==> config.mk <==
export PLATFORM = sky130hd
export DESIGN_NAME = led_tick_gen
export DESIGN_NICKNAME = d
export VERILOG_FILES = /design/src/rtl/led_tick_gen.sv
export SDC_FILE = /design/constraint.sdc
export NUM_CORES = 1
export LEC_CHECK = 0
export BUFFER_PORTS_ARGS = -buffer_cell sky130_fd_sc_hd__clkbuf_2
export CORE_MARGIN = 10
export CORE_UTILIZATION = 40
export DETAILED_ROUTE_END_ITERATION = 16
export MAX_ROUTING_LAYER = met4
export SYNTH_ARGS = -nofsm -noshare
export SYNTH_HDL_FRONTEND = slang
export SYNTH_SLANG_ARGS = --single-unit
export TNS_END_PERCENT = 30
==> constraint.sdc <==
create_clock -name clk_in -period 3.4 [get_ports clk_in]
set_input_delay 0.17 -clock clk_in [delete_from_list [all_inputs] [get_ports clk_in]]
set_output_delay 0.17 -clock clk_in [all_outputs]
set_load 0.05 [all_outputs]
==> src/rtl/led_tick_gen.sv <==
// led_tick_gen: rate-selectable tick enable with a debounced speed button and a run/pause switch.
// Define LED_TICK_GEN_CLKOUT_EN to add the clk_div square-wave output.
module led_tick_gen #(
    parameter int CLK_HZ          = 100_000_000,
    parameter int DEBOUNCE_CYCLES = 2_000_000,
    parameter int CNT_W           = 27
) (
    input  logic       clk_in,
    input  logic       rst,
    input  logic       btn_speed,
    input  logic       run,
`ifdef LED_TICK_GEN_CLKOUT_EN
    output logic       clk_div,
`endif
    output logic       tick,
    output logic [1:0] rate_sel,
    output logic       btn_evt
);
    localparam int DW = $clog2(DEBOUNCE_CYCLES + 1);
    localparam logic [DW-1:0] D_LAST = DW'(DEBOUNCE_CYCLES - 1);
    localparam logic [CNT_W-1:0] CLK_P = CNT_W'(CLK_HZ);

    typedef enum logic [1:0] {IDLE, WAIT_PRESS, PRESSED, WAIT_RELEASE} state_t;

    state_t           state, state_nxt;
    logic [1:0]       btn_sync, run_sync;
    logic [DW-1:0]    dcnt, dcnt_nxt;
    logic [CNT_W-1:0] cnt, period;
    logic             btn, run_s, press, wrap;

    assign btn     = btn_sync[1];
    assign run_s   = run_sync[1];
    assign press   = (state == PRESSED);
    assign btn_evt = press;
    assign period  = CLK_P >> rate_sel;
    assign wrap    = run_s && (cnt == period - 1'b1);

    always_ff @(posedge clk_in or posedge rst) begin
        if (rst) begin
            btn_sync <= '0;
            run_sync <= '0;
        end else begin
            btn_sync <= {btn_sync[0], btn_speed};
            run_sync <= {run_sync[0], run};
        end
    end

    always_comb begin
        state_nxt = state;
        dcnt_nxt  = dcnt + 1'b1;
        case (state)
            IDLE: begin
                state_nxt = btn ? WAIT_PRESS : IDLE;
                dcnt_nxt  = '0;
            end
            WAIT_PRESS: state_nxt = !btn ? IDLE : (dcnt == D_LAST) ? PRESSED : WAIT_PRESS;
            PRESSED: begin
                state_nxt = WAIT_RELEASE;
                dcnt_nxt  = '0;
            end
            default: begin
                state_nxt = (!btn && dcnt == D_LAST) ? IDLE : WAIT_RELEASE;
                dcnt_nxt  = btn ? '0 : dcnt + 1'b1;
            end
        endcase
    end

    // A rate change restarts the period and swallows any coincident tick.
    always_ff @(posedge clk_in or posedge rst) begin
        if (rst) begin
            state    <= IDLE;
            dcnt     <= '0;
            cnt      <= '0;
            tick     <= 1'b0;
            rate_sel <= 2'd0;
        end else begin
            state <= state_nxt;
            dcnt  <= dcnt_nxt;
            tick  <= wrap && !press;
            if (press) begin
                cnt      <= '0;
                rate_sel <= rate_sel + 1'b1;
            end else if (wrap) begin
                cnt <= '0;
            end else if (run_s) begin
                cnt <= cnt + 1'b1;
            end
        end
    end

`ifdef LED_TICK_GEN_CLKOUT_EN
    always_ff @(posedge clk_in or posedge rst) begin
        if (rst)
            clk_div <= 1'b0;
        else if (press)
            clk_div <= 1'b0;
        else if (run_s && (cnt == (period >> 1) - 1'b1 || cnt == period - 1'b1))
            clk_div <= ~clk_div;
    end
`endif
endmodule
==> metrics <==
FP Rows=32; first-pass GRT wire length=12.5 mm; worst reg-to-reg path cell count=10; Final #Nets=375; total routing usage reported by global routing=12.2%; Core Util, Final=45.3%; Final Skew=0.00379 ns; Final Critical Period=3.05 ns; GPL Wtd Cong=0.952; global route total overflow=0; area post-placement=0.00336 mm²; RSZ-0062 raised after global routing=no; Initial DRT Pass Iterations=4; CTS root buf=clkbuf_8; Post-synth EDFFs=0; VDD IR max=0.243 mV; WP data arrival=3.24 ns; Yosys warnings=0; total number of vias=2,620; Worst Path Buf+Inv=2; Antenna Nets Post-Route=0; Syn Area/Cell=9.16 µm²; final slew viol count=0; Pwr per Cell Area=424 mW/mm²; Starting DRT DRC Count=159; Clock Tree Buf Depth=2; Synth Instances=358; sequential area share after synthesis=43.5%; cell area after layout=0.00355 mm²; crit-path cells=inv_1 -> ha_1 -> inv_1 -> ha_1 -> xnor2_1 -> nor4_1 -> o2111ai_1 -> or2_1 -> a41oi_1 -> o31ai_1; ratio of final minimum period to clock period=89.6%; DIE AREA=0.0122 mm²; Worst Path Class, Setup=flip-flop to flip-flop; P&R area growth vs syn=8.40%; final setup violating endpoints=0; CTS H-tree lvls=3; Crit Path Max Fanout=24; vias in the first global route=2,506; crit path launch=rate_sel[0]; Post-DP HPWL=4.91 mm; share of cells above drive strength 1=9.84%; IO Pins=8; Hold Fails Final Rpt=0; Synth area leaders=dfrtp_1 44%, nand3_1 5.3%, nand2_1 4.9%, nand4_1 4.6%, and3_1 3.8%; Post-CTS Setup Repair Bufs=0; Die Wd=111 µm; Routed WL=7.33 mm; Worst Max-Slew Pin Slew=0.962 ns; synthesized area=0.00328 mm²; count of cells resized by post-cts repair=0; pre-CTS WS=0.402 ns; Residual DRC=0; Yosys top cell by area=dfrtp_1; initial antenna violation count=0; largest net degree at the start of global routing=45; CTS tree=done; Fin Setup TNS=0 ns; worst path required time=3.60 ns; Main synth FF type=dfrtp_1; Synth top area share=43.5%; Slew Limit Headroom=35.9%; Max stage delay cell, worst path=or2_1; Worst Slack Setup Final=0.354 ns; Top Family by Delay on Critical Path=simple AND/OR/NAND/NOR gates; slowest cell delay on critical path=0.61 ns; capturing point of the worst reg2reg path=cnt[8]; Synth top cells by count=57 x dfrtp_1, 43 x nand2_1, 35 x nand3_1, 24 x nand4_1, 24 x nor2_1; reg2reg setup slack=0.35 ns; worst hold path type=primary input to async pin; Initial Util=41.8%; Post-synth ARST share=100%; net count after synthesis=372; Core Area=0.00785 mm²; vias per inst=5.60; clock-pin slew on the worst setup and hold paths=0.07 ns; Routed WL per cell=15.7 µm; Leakage=1.50 nW; Setup crit start kind=flip-flop; clock latency on the worst-skew pair=0.33 ns; Max Cap Viol=0; status=completed; TritonCTS Buffers=9; count of cell types in the netlist=51; clk sinks=57; Antenna Cells=0; Max Clk Rate=328 MHz; Yosys reg bits=57; reg-to-reg startpoint=rate_sel[0]; Die Ht=111 µm; most common cell in the netlist=dfrtp_1; Port Buffers=7; Worst setup EP type=flip-flop
## final cells by class
cell class              instances  area (µm²)
repair buffers                 13        85.1
inverters                       8        30.0
flip-flops and latches         57        1430
well taps                     102         128
clock inverters                 5        31.3
clock buffers                  11         141
fillers                       788        4290
multi-input cells             272        1710
## how the worst max path moves through the flow
stage          slack (ns)  depth (start not counted)      end
2_1_floorplan        0.54                         12  cnt[14]
5_1_grt              0.10                         10   cnt[3]
3_3_place_gp         0.49                         10   cnt[8]
4_1_cts              0.39                         10   cnt[8]
3_5_place_dp         0.40                         10   cnt[8]
6_report             0.35                         10   cnt[8]
## cell usage in the layout, fill, tap and decap left out, drive strengths merged, types with 2 or more instances in the layout
| cell | netlist | final |
|---|---|---|
| dfrtp | 57 | 57 |
| nand2 | 43 | 43 |
| nand3 | 35 | 35 |
| nor2 | 24 | 24 |
| nand4 | 24 | 24 |
| and3 | 20 | 20 |
| clkbuf | 10 | 18 |
| or3 | 14 | 14 |
| xor2 | 12 | 12 |
| ha | 10 | 10 |
| xnor2 | 10 | 10 |
| nor3 | 9 | 9 |
| o21ai | 9 | 9 |
| inv | 8 | 8 |
| o31ai | 7 | 7 |
| a21oi | 6 | 6 |
| a41oi | 6 | 6 |
| nand2b | 5 | 5 |
| o22ai | 4 | 4 |
| nor4 | 4 | 4 |
| o311ai | 4 | 4 |
| buf | 11 | 4 |
| clkinv | 0 | 4 |
| or2 | 3 | 3 |
| and4 | 2 | 2 |
| nand4bb | 2 | 2 |
| dlygate4sd3 | 0 | 2 |
| o2111ai | 2 | 2 |
| o211ai | 2 | 2 |
## logic make-up after synthesis
group / share of synthesized area (%)
multiplexers: 0.649
AND/OR/NAND/NOR: 30.8
adder cells (fa/ha/maj): 4.12
flip-flops: 43.5
AO/OA/AOI/OAI: 10.5
XOR/XNOR: 6.11
buffers and inverters: 4.27
## flip-flops by register name, summed over array words and instances, names as in the netlist
name / count
cnt: 27
dcnt: 21
btn_sync: 2
rate_sel: 2
run_sync: 2
state: 2
tick: 1
## worst reg2reg max path, cell delays in order (launching register included)
cell       delay (ns)
dfrtp_1          0.44
inv_1            0.18
ha_1             0.21
inv_1            0.05
ha_1             0.30
xnor2_1          0.14
nor4_1           0.31
o2111ai_1        0.20
or2_1            0.61
a41oi_1          0.37
o31ai_1          0.10
## routing by layer
layer | up-vias | global-route usage, % | wire length (µm)
li1 | 1312 | - | -
met1 | 1257 | 16.7 | 3680
met2 | 44 | 17.5 | 3300
met3 | 7 | 2.43 | 291
met4 | 0 | 4.23 | 59
met5 | - | - | 0
## power breakdown
group / total (W) / internal [W] / switching (W)
Combinational: 0.000159 / 0.0000733 / 0.0000859
Clock: 0.000557 / 0.000282 / 0.000276
Sequential: 0.000790 / 0.000719 / 0.0000717
## timing repair
| action | in CTS | in global routing |
|---|---|---|
| endpoints found under the setup margin | 0 | 0 |
| endpoints found under the hold margin | 2 | 0 |
| hold buffers | 2 | 0 |
## metrics by stage
step	hold WS (ns)	power [W]	instances
CTS	0.0582	0.00152	468
finish	0.0116	0.00151	468
detailed placement	0.280	0.000961	450
floorplan	0.201	0.000920	358
global route	0.0991	0.00159	468
global placement	0.280	0.000956	450
No activity file was read; power rests on OpenSTA's default activity.
